==> src/rtl/threshold_controller.sv <==
// Threshold controller: debounced up/down keys with auto-repeat adjust an
// 8-bit pending threshold; threshold and enable commit on frame start only.
module threshold_controller #(
  parameter int unsigned DEBOUNCE_CYCLES = 50000,
  parameter int unsigned REPEAT_DELAY    = 25000000,
  parameter int unsigned REPEAT_RATE     = 5000000,
  parameter int unsigned STEP            = 4,
  parameter int unsigned INIT_THRESHOLD  = 128
) (
  input  logic       iCLK,
  input  logic       iRST_N,
  input  logic       iKEY_UP,
  input  logic       iKEY_DN,
  input  logic       iSW_EN,
  input  logic       iFrameStart,
  output logic [7:0] oThreshold,
  output logic       oEnable,
  output logic       oUpdate,
  output logic [7:0] oPending
);

  localparam int unsigned MAX_A   = (DEBOUNCE_CYCLES > REPEAT_DELAY) ? DEBOUNCE_CYCLES : REPEAT_DELAY;
  localparam int unsigned MAX_CNT = (MAX_A > REPEAT_RATE) ? MAX_A : REPEAT_RATE;
  localparam int          CNT_W   = (MAX_CNT > 1) ? $clog2(MAX_CNT) : 1;

  localparam logic [CNT_W-1:0] DB_LAST  = CNT_W'(DEBOUNCE_CYCLES - 1);
  localparam logic [CNT_W-1:0] RD_LAST  = CNT_W'(REPEAT_DELAY - 1);
  localparam logic [CNT_W-1:0] RR_LAST  = CNT_W'(REPEAT_RATE - 1);
  localparam logic [8:0]       STEP9    = 9'(STEP);
  localparam logic [7:0]       INIT_THR = 8'(INIT_THRESHOLD);

  typedef enum logic [2:0] {
    S_IDLE, S_DEBOUNCE, S_HOLD, S_REPEAT, S_RELEASE
  } state_t;

  typedef enum logic [1:0] {
    K_NONE, K_UP, K_DN
  } key_t;

  logic up_meta_q, up_sync_q;
  logic dn_meta_q, dn_sync_q;
  logic sw_meta_q, sw_sync_q;

  state_t           state_q, state_d;
  logic [CNT_W-1:0] cnt_q, cnt_d;
  logic             dir_up_q, dir_up_d;
  logic [7:0]       pending_q, pending_d;
  logic [7:0]       thr_q, thr_d;
  logic             en_q, en_d;
  logic             upd_q, upd_d;

  key_t key;
  key_t dir_key;
  logic step;
  logic [8:0] sum9, diff9;

  // Two-flop synchronisers; reset to the released levels
  always_ff @(posedge iCLK or negedge iRST_N) begin
    if (!iRST_N) begin
      up_meta_q <= 1'b1;
      up_sync_q <= 1'b1;
      dn_meta_q <= 1'b1;
      dn_sync_q <= 1'b1;
      sw_meta_q <= 1'b0;
      sw_sync_q <= 1'b0;
    end else begin
      up_meta_q <= iKEY_UP;
      up_sync_q <= up_meta_q;
      dn_meta_q <= iKEY_DN;
      dn_sync_q <= dn_meta_q;
      sw_meta_q <= iSW_EN;
      sw_sync_q <= sw_meta_q;
    end
  end

  // Key decode: exactly one key pressed gives a direction, otherwise none
  always_comb begin
    key = K_NONE;
    if (!up_sync_q && dn_sync_q)      key = K_UP;
    else if (up_sync_q && !dn_sync_q) key = K_DN;
    dir_key = dir_up_q ? K_UP : K_DN;
  end

  // Key FSM next state: debounce, first step, hold delay, repeat, release
  always_comb begin
    state_d  = state_q;
    cnt_d    = cnt_q;
    dir_up_d = dir_up_q;
    step     = 1'b0;
    case (state_q)
      S_IDLE: begin
        if (key != K_NONE) begin
          dir_up_d = (key == K_UP);
          state_d  = S_DEBOUNCE;
          cnt_d    = '0;
        end
      end
      S_DEBOUNCE: begin
        if (key != dir_key) begin
          state_d = S_IDLE;
          cnt_d   = '0;
        end else if (cnt_q == DB_LAST) begin
          step    = 1'b1;
          state_d = S_HOLD;
          cnt_d   = '0;
        end else begin
          cnt_d = cnt_q + CNT_W'(1);
        end
      end
      S_HOLD: begin
        if (key != dir_key) begin
          state_d = S_RELEASE;
          cnt_d   = '0;
        end else if (cnt_q == RD_LAST) begin
          step    = 1'b1;
          state_d = S_REPEAT;
          cnt_d   = '0;
        end else begin
          cnt_d = cnt_q + CNT_W'(1);
        end
      end
      S_REPEAT: begin
        if (key != dir_key) begin
          state_d = S_RELEASE;
          cnt_d   = '0;
        end else if (cnt_q == RR_LAST) begin
          step  = 1'b1;
          cnt_d = '0;
        end else begin
          cnt_d = cnt_q + CNT_W'(1);
        end
      end
      S_RELEASE: begin
        if (key != K_NONE) begin
          cnt_d = '0;
        end else if (cnt_q == DB_LAST) begin
          state_d = S_IDLE;
          cnt_d   = '0;
        end else begin
          cnt_d = cnt_q + CNT_W'(1);
        end
      end
      default: begin
        state_d = S_IDLE;
        cnt_d   = '0;
      end
    endcase
  end

  // Saturating 9-bit step of the pending threshold
  always_comb begin
    sum9      = {1'b0, pending_q} + STEP9;
    diff9     = {1'b0, pending_q} - STEP9;
    pending_d = pending_q;
    if (step) begin
      if (dir_up_q) pending_d = sum9[8]  ? 8'hFF : sum9[7:0];
      else          pending_d = diff9[8] ? 8'h00 : diff9[7:0];
    end
  end

  // Frame-boundary commit; samples pending before any same-cycle step
  always_comb begin
    thr_d = thr_q;
    en_d  = en_q;
    upd_d = 1'b0;
    if (iFrameStart) begin
      thr_d = pending_q;
      en_d  = sw_sync_q;
      upd_d = (pending_q != thr_q) || (sw_sync_q != en_q);
    end
  end

  // State, pending and committed output registers
  always_ff @(posedge iCLK or negedge iRST_N) begin
    if (!iRST_N) begin
      state_q   <= S_IDLE;
      cnt_q     <= '0;
      dir_up_q  <= 1'b0;
      pending_q <= INIT_THR;
      thr_q     <= INIT_THR;
      en_q      <= 1'b0;
      upd_q     <= 1'b0;
    end else begin
      state_q   <= state_d;
      cnt_q     <= cnt_d;
      dir_up_q  <= dir_up_d;
      pending_q <= pending_d;
      thr_q     <= thr_d;
      en_q      <= en_d;
      upd_q     <= upd_d;
    end
  end

  assign oThreshold = thr_q;
  assign oEnable    = en_q;
  assign oUpdate    = upd_q;
  assign oPending   = pending_q;

endmodule

==> config.mk <==
export PLATFORM = sky130hd
export DESIGN_NAME = threshold_controller
export DESIGN_NICKNAME = d
export VERILOG_FILES = /design/src/rtl/threshold_controller.sv
export SDC_FILE = /design/constraint.sdc
export NUM_CORES = 1
export LEC_CHECK = 0
export CORE_MARGIN = 2
export CORE_UTILIZATION = 35
export DETAILED_ROUTE_END_ITERATION = 16
export MAX_ROUTING_LAYER = met4
export PLACE_DENSITY = 0.62
export SLEW_MARGIN = 30
export SYNTH_ARGS = -nofsm -noshare
export SYNTH_HDL_FRONTEND = slang
export SYNTH_SLANG_ARGS = --single-unit
==> constraint.sdc <==
create_clock -name iCLK -period 3.2 [get_ports iCLK]
set_input_delay 0.32 -clock iCLK [delete_from_list [all_inputs] [get_ports iCLK]]
set_output_delay 0.32 -clock iCLK [all_outputs]
set_load 0.05 [all_outputs]
==> results.md, run 1 <==
- Status: complete, no violations
- Inserted Diodes: 0
- Core Region: 8220 um2
- Mapped Cells: around 320
- Layout Nets: 347
- CTS clock-pin slew for the worst setup and hold paths: 110 ps
- Antenna Nets Post-Route: 0
- Number of synthesized flops with an enable pin: 0
- Unique masters post-synth: 55
- Top-area cell type share of the netlist area: 38.0%
- CTS buffer count: 5
- Leading area contributor after synthesis: dfrtp_1
- Layout cell share with drive strength beyond 1: 11.3%
- CP arrival: 2970 ps
- Syn avg cell area: about 9.2 um2
- Cell Pwr Density: 444 nW/um2
- Area grow syn2layout: 13.4%
- Post-Synth Adder-Cell Area: around 2.1%
- Synth Cell Area: 2970 um2
- Most common cell in the netlist: dfrtp_1
- Gr usage total: 15.9%
- Gr ovfl total: 0
- Synth Area in Compound Gates: 18.9%
- Die Footprint: 9220 um2
- CP endpoint kind: flip-flop
- Design area: 3360 um2
- Util after Layout: 40.9%
- Final setup vio count: 0
- Deepest clock path buffer count: 2
- Final hold violations: 0
- PortBufs: 23
- Pleak: 1.41 nW
- Largest net degree at the start of global routing: 36
- Xor/xnor cell area share of the yosys netlist: 2.95%
- Pre-Repair DR Iteration Count: 4
- Largest cells by area after synthesis: dfrtp_1 38%, dfstp_2 5.3%, a21oi_1 4.4%, mux2_2 3.8%, nand2_1 3.3%
- Die Span X: 96.0 um
- Top FF cell, synth: dfrtp_1
- Row count: 33
- Clk sink count: 51
- DRC: 0
- Syn Nets: about 340
- DP Area: about 3200 um2
- Relative slew slack: approximately 46%
- Max Transition Viols Final: 0
- Net switching fraction of the power: 31.4%
- Antenna violations before repair: 0
- Pint: 1.02 mW
- Vias in the first global route: 2326
- Routed WL: roughly 6.6 mm
- Post-synthesis simple-gate area fraction: about 23%
- Critical Path RT: roughly 3500 ps
- CP Max Fanout: 22
- Hold-fix buffers at CTS: 0
- Clk pwr share: about a third
- Crit path time final: between 2000 and 3000 ps
- Initial DRC count: 131
- Die H: slightly below 100 um
- Vias/cell: 5.62
- GP Congestion: 0.905
- Mux cell area share after synthesis: 3.80%
- Setup_tns: 0 ps
- Root Buffer: clkbuf_8
- Startpoint Class: flip-flop
- First-pass GRT wire length: roughly 11 mm
- Seq/Total Area, Yosys: 43.3%
- Worst Tran Pin Value: 815 ps
- Gate power share: 21.2%
- H-tree Lvls: 2
- Setup Skew: around 11 ps
- Most common library cells after synthesis: 45 x dfrtp_1, 26 x a21oi_1, 26 x nand2_1
- Peak supply drop: 0.193 mV
- RSZ-0062 raised after global routing: false
- P_sw: 0.469 mW
- Hold Path Class: primary input to async pin
- Largest family of logic cells by synthesized area: simple AND/OR/NAND/NOR gates
- Post-CTS setup buffers: 0
- Flop pwr share: 47.3%
- WL/cell: ~15 um
- TritonCTS clock tree: built
- Fmax: 367 MHz
- Worst Path Class, Setup: flip-flop to flip-flop
- Via Count: 2482
- Synth Warn #: 0
- Asr flop ratio synth: 100%
- Total I/O pin count: 24
- Hpwl dp: ~4.5 mm
- Initial core utilization: ~36%
- Final period util: 85.3%
- Max-cap violations: 0
- Register bit count reported by yosys: 51
- # resized after CTS: 0
- Clk Latency, worst-skew pair: slightly above 300 ps
area by class of cell:
class / count / area [um2]
multi-input cells: 233 / 1510
well taps: 105 / 131
clock buffers: 5 / 68.8
flip-flops and latches: 51 / 1280
repair buffers: 27 / 255
inverters: 18 / 67.6
fillers: 820 / 4850
clock inverters: 3 / 47.5
critical path: stages, from the launching register on:
cell     delay [ps]
dfstp_2         550
inv_1            40
ha_1            210
or3b_1          410
a21oi_2         210
a21oi_1         120
o32a_2          550
or4_1           510
nand3_1          80
cell usage in the layout (no fill, tap or decap), drive strengths merged, types with 6 or more instances in the layout:
| master | instances |
|---|---|
| a21oi | 27 |
| a31oi | 6 |
| clkdlybuf4s50 | 22 |
| dfrtp | 45 |
| dfstp | 6 |
| inv | 19 |
| mux2 | 10 |
| nand2 | 26 |
| nand3 | 16 |
| nor2 | 17 |
| nor3 | 12 |
| nor4 | 11 |
| o21ai | 28 |
| or3 | 10 |
| xor2 | 10 |
flip-flops by register name (all words and copies together), names as in the netlist, 3 cells and up:
name	cells
cnt_q	25
oPending	7
oThreshold	7
state_q	3
routing by layer:
metal / track usage, % / wire length, um / vias to the layer above
met3: 3.05 / 263 / 8
met2: 24.5 / 3040 / 61
met5: - / 0 / -
li1: - / - / 1199
met1: 21.5 / 3220 / 1214
met4: 4.40 / 61 / 0
kinds of logic (layout without fill, tap and decap cells):
logic type      Yosys count  after routing
compound gates           89             89
xor+xnor                 10             10
fa+ha+maj                 5              5
buf+inv                  40             53
flops                    51             51
mux                      10             10
simple gates            119            119
worst paths after layout:
path	startpoint	endpoint	slack (ps)	cells after the start
setup / recovery	up_sync_q	cnt_q[17]	470	8
hold / removal	iRST_N	oPending[4]	80	1
setup reg to reg	up_sync_q	cnt_q[17]	470	8
hold reg to reg	up_meta_q	up_sync_q	360	0
max in group asynchronous	iRST_N	dn_sync_q	2300	2
min in group iCLK	up_meta_q	up_sync_q	360	0
power by group through the flow:
stage	Clock, mW	Combinational [mW]	Sequential (mW)
global route	0.517	0.353	0.709
finish	0.471	0.316	0.705
detailed placement	0	0.315	0.717
global placement	0	0.310	0.716
floorplan	0	0.245	0.705
CTS	0.489	0.317	0.705
metrics by stage:
| stage | hold WS, ps | setup slack [ps] | total power [mW] | std cells |
|---|---|---|---|---|
| finish | 80.2 | 472 | 1.49 | 442 |
| global placement | 333 | 524 | 1.03 | 434 |
| detailed placement | 346 | 487 | 1.03 | 434 |
| global route | 165 | 286 | 1.58 | 442 |
| CTS | 121 | 455 | 1.51 | 442 |
| floorplan | 24.4 | 752 | 0.949 | 324 |
(Power assumes the default switching activity.)
==> run 2, diff against run 1 <==
--- a/config.mk
+++ b/config.mk
@@ -6,11 +6,11 @@
 export NUM_CORES = 1
 export LEC_CHECK = 0
 export CORE_MARGIN = 2
-export CORE_UTILIZATION = 35
+export CORE_UTILIZATION = 44
 export DETAILED_ROUTE_END_ITERATION = 16
 export MAX_ROUTING_LAYER = met4
-export PLACE_DENSITY = 0.62
-export SLEW_MARGIN = 30
+export PLACE_DENSITY = 0.72
+export SLEW_MARGIN = 10
 export SYNTH_ARGS = -nofsm -noshare
 export SYNTH_HDL_FRONTEND = slang
 export SYNTH_SLANG_ARGS = --single-unit
==> run 2 against run 1 <==
  * Clock power down 15%
  * Count of clock-buffer cells in the layout unchanged
  * Sequential power about the same
  * Sequential cell count unchanged
  * Critical endpoint unchanged
  * Largest cell class unchanged
  * Largest power group unchanged
==> results.md, run 2 (synthesized netlist as in run 1, its figures left out) <==
- Fill cells: 579
- Antenna violations before repair: 0
- Setup Skew: 17.3 ps
- Gr ovfl total: 0
- Worst Tran Pin Value: between 700 and 800 ps
- CTS clock-pin slew for the worst setup and hold paths: around 110 ps
- Crit path time final: 2760 ps
- Max incr delay on CP: 560 ps
- Critical Path RT: 3460 ps
- Die H: 86.1 um
- Die Span X: roughly 86 um
- Hold Path Class: primary input to async pin
- CP delay by family, top: simple AND/OR/NAND/NOR gates
- Pleak: 1.40 nW
- CP Max Fanout: 22
- Post-CTS setup buffers: 0
- Clk Latency, worst-skew pair: between 300 and 400 ps
- Clk sink count: 51
- H-tree Lvls: 2
- Die Footprint: 7410 um2
- Largest Register: cnt_q
- Antenna Nets Post-Route: 0
- Hold Slack: just under 80 ps
- Most frequent cells in the layout: 45 x dfrtp_1, 26 x nand2_1, 26 x a21oi_1
- CP Cell Sequence: inv_1, ha_1, or3b_1, a21oi_2, a21oi_1, o32a_2, or4_1, nand3_1
- Max Transition Viols Final: 0
- Status: complete, no violations
- PortBufs: 23
- Layout Nets: 348
- Worst Path Buf+Inv: 1
- Tot Pwr: 1.42 mW
- Setup_tns: 0 ps
- Initial DRC count: around 150
- CP endpoint kind: flip-flop
- Root Buffer: clkbuf_8
- Number of flip-flops in the largest register: 25
- Vias in the first global route: 2262
- Met3 wire len: about 350 um
- Pre-Repair DR Iteration Count: 4
- Inserted Diodes: 0
- Final hold violations: 0
- Gr usage total: 19.4%
- Startpoint Class: flip-flop
- Routed WL: 6.65 mm
- First-pass GRT wire length: around 11 mm
- CTS buffer count: 5
- Fmax: 362 MHz
- Via Count: 2495
- Hold-fix buffers at CTS: 0
- Slowest-stage cell, CP: o32a_2
- Largest net degree at the start of global routing: 35
- Cell Pwr Density: 430 nW/um2
- # resized after CTS: 0
- M1 WL: 3.23 mm
- CP arrival: 3030 ps
- Final setup vio count: 0
- Vias/cell: 6.01
- Max-cap violations: 0
- Relative slew slack: between 40 and 50%
- DRC: 0
- WL/cell: 16.0 um
- Deepest clock path buffer count: 2
- Most common cell after layout, fill and taps aside: dfrtp_1
- Core Region: 6420 um2
- DR WL met2: about 3.0 mm
- GP Congestion: ~0.85
- TritonCTS clock tree: built
- Total I/O pin count: 24
- RSZ-0062 raised after global routing: false
- Initial core utilization: 46.2%
- Layout cell share with drive strength beyond 1: about 12%
- Peak supply drop: 0.263 mV
- Hpwl dp: about 4.6 mm
- Row count: 29
- Area grow syn2layout: 11.8%
- Final period util: a little under nine tenths
- Uppermost routed layer: met4
- Worst Path Class, Setup: flip-flop to flip-flop
run 2: changes by cell type in the layout (fill, tap and decap cells not counted):
cell        change
buf_4           +1
inv_6           -1
clkinvlp_4      +1
inv_8           +1
bufinv_16       -1
run 2: cell type report:
type | instances | area [um2] | area share (%)
clock buffers | 5 | 68.8 | 2.08
multi-input cells | 233 | 1510 | 45.5
well taps | 77 | 96.3 | 2.91
clock inverters | 3 | 27.5 | 0.830
flip-flops and latches | 51 | 1280 | 38.7
inverters | 18 | 67.6 | 2.04
repair buffers | 28 | 263 | 7.92
run 2: per-layer routing:
metal	up-vias	track usage, %
li1	1206	-
met4	0	4.04
met2	59	28.6
met5	-	-
met3	8	4.04
met1	1222	27.8
run 2: report_power, final:
group	leakage, nW	internal, mW	switching (mW)
sequential	0.679	0.672	0.0314
clock	0.0463	0.161	0.240
combinational	0.673	0.118	0.202
total	1.40	0.950	0.474
run 2: stage by stage:
stage / worst slack, ps / utilization (%) / cells / instance area (um2)
after global routing: 279 / 51.6 / 415 / 3320
final: 437 / 51.6 / 415 / 3320
after detailed placement: 468 / 50.1 / 407 / 3220
after CTS: 429 / 51.6 / 415 / 3320
after floorplan: 752 / - / 324 / 2970
after global placement: 545 / 50.1 / 407 / 3220
run 2: worst paths after layout:
path                            from           to  slack [ps]  depth (start not counted)
hold / removal                iRST_N  oPending[4]          80                          1
min in group iCLK          dn_meta_q    dn_sync_q         360                          0
hold reg to reg            dn_meta_q    dn_sync_q         360                          0
max in group asynchronous     iRST_N    cnt_q[14]        2390                          2
setup reg to reg           up_sync_q    cnt_q[17]         440                          8
setup / recovery           up_sync_q    cnt_q[17]         440                          8
==> run 3, diff against run 2 <==
--- a/config.mk
+++ b/config.mk
@@ -10,6 +10,7 @@
 export DETAILED_ROUTE_END_ITERATION = 16
 export MAX_ROUTING_LAYER = met4
 export PLACE_DENSITY = 0.72
+export SETUP_SLACK_MARGIN = 0.4
 export SLEW_MARGIN = 10
 export SYNTH_ARGS = -nofsm -noshare
 export SYNTH_HDL_FRONTEND = slang
==> run 3 against run 2 <==
  * Non-clock buffer count unchanged
  * Die area unchanged
  * Sequential cell count unchanged
  * Critical endpoint unchanged
  * Count of clock-buffer cells in the layout unchanged
  * Critical path depth unchanged
  * Sequential power about the same
  * Critical path type unchanged
  * Worst hold slack better by 0.82 ps
  * Fmax up 4.3%
  * Total power up 0.24%
==> results.md, run 3 (synthesized netlist as in run 1, its figures left out) <==
- Initial core utilization: about 46%
- Crit path time final: 2650 ps
- Setup Skew: 15.7 ps
- Setup ws final: 551 ps
- Hpwl dp: 4.64 mm
- Root Buffer: clkbuf_8
- Status: complete, no violations
- Routed WL: 6.71 mm
- Worst Path Class, Setup: flip-flop to flip-flop
- Gr usage total: about a fifth
- CTS buffer count: 5
- Die Span X: between 80 and 90 um
- Layout Cells excl Fill: between 400 and 500
- # resized after CTS: 0
- R2r worst-path depth: 8
- CTS clock-pin slew for the worst setup and hold paths: 110 ps
- CP Max Fanout: 22
- Worst Tran Pin Value: 787 ps
- Via Count: around 2.5k
- WL/cell: 16.2 um
- Reg2reg start: up_sync_q
- Critical Path RT: 3460 ps
- CP endpoint kind: flip-flop
- Number of flip-flops in the largest register: 25
- Antenna violations before repair: 0
- Final setup vio count: 0
- Final hold violations: 0
- Inserted Diodes: 0
- Most common cell after layout, fill and taps aside: dfrtp_1
- Antenna Nets Post-Route: 0
- Fmax: 378 MHz
- Peak supply drop: 0.262 mV
- Clk Latency, worst-skew pair: approximately 320 ps
- Hold-fix buffers at CTS: 0
- Total I/O pin count: 24
- Layout cell share with drive strength beyond 1: 11.8%
- Core Region: 6420 um2
- Post-CTS setup buffers: 0
- Pleak: ~1.4 nW
- CP arrival: between 2000 and 3000 ps
- Die H: 86.1 um
- Reg2reg end: cnt_q[17]
- Deepest clock path buffer count: 2
- Largest Register: cnt_q
- Pre-Repair DR Iteration Count: 4
- DRC: 0
- Hold Path Class: primary input to async pin
- Startpoint Class: flip-flop
- PortBufs: 23
- Hold Slack: 77.8 ps
- Layout Nets: 348
- TritonCTS clock tree: built
- Largest net degree at the start of global routing: 35
- H-tree Lvls: 2
- R2r setup slk: 550 ps
- RSZ-0062 raised after global routing: false
- Die Footprint: 7410 um2
- First-pass GRT wire length: 11.1 mm
- Cell Pwr Density: 428 nW/um2
- Area grow syn2layout: 12.4%
- Vias in the first global route: 2262
- Vias/cell: 6.05
- Worst setup path start: up_sync_q
- Dpl cells: slightly above 400
- Gr ovfl total: 0
- Crit path to: cnt_q[17]
- Clk sink count: 51
- DP Worst Slack: 468 ps
- Max Transition Viols Final: 0
- Initial DRC count: 172
- GP Congestion: ~0.85
- Relative slew slack: 47.5%
- Row count: 29
- Setup_tns: 0 ps
- Max-cap violations: 0
- Most frequent cells in the layout: 45 x dfrtp_1, 26 x nand2_1, 26 x a21oi_1
- Final period util: 82.8%
-- run 3: cell counts in the layout (fill, tap and decap cells not counted) --
No cell type changed its count.
-- run 3: per-stage QoR --
step                      cell area [um2]  util [%]  power, mW
after global routing                 3330      51.9       1.51
after global placement               3220      50.1       1.02
final                                3330      51.9       1.43
after CTS                            3320      51.6       1.43
after detailed placement             3220      50.1       1.03
after floorplan                      2970         -      0.949
-- run 3: cell type report --
type                            count  area (um2)
Clock inverter                      3        27.5
Timing Repair Buffer               28         263
Clock buffer                        5        68.8
Fill cell                         576        3090
Tap cell                           77        96.3
Multi-Input combinational cell    233        1530
Sequential cell                    51        1280
Inverter                           18        67.6
-- run 3: how the worst min path moves through the flow --
stage | from | to | depth (start not counted)
2_1_floorplan | iRST_N | cnt_q[0] | 0
3_3_place_gp | sw_meta_q | sw_sync_q | 0
3_5_place_dp | dn_meta_q | dn_sync_q | 0
4_1_cts | iRST_N | cnt_q[6] | 1
5_1_grt | iRST_N | cnt_q[6] | 1
6_report | iRST_N | oPending[4] | 1
-- run 3: metal layers --
| metal | vias to the layer above | wire [um] | track usage [%] | share of wire, % |
|---|---|---|---|---|
| met2 | 52 | 3040 | 28.6 | 45 |
| met1 | 1243 | 3300 | 27.8 | 49 |
| met5 | - | 0 | - | 0 |
| met3 | 6 | 317 | 4.04 | 4.7 |
| met4 | 0 | 55 | 4.04 | 0.82 |
| li1 | 1209 | - | - | - |
-- run 3: report_power, final --
part	leakage, nW	switching [mW]	total (mW)	internal (mW)
clock network	0.0463	0.240	0.401	0.161
registers	0.679	0.0316	0.703	0.672
logic	0.682	0.203	0.323	0.120
total	1.41	0.475	1.43	0.952
-- run 3: worst max-delay path, stage by stage (launching register included) --
cell	delay [ps]
dfstp_2	550
inv_1	50
ha_1	210
or3b_1	410
a21oi_2	210
a21oi_1	140
o32a_4	450
or4_1	500
nand3_1	80
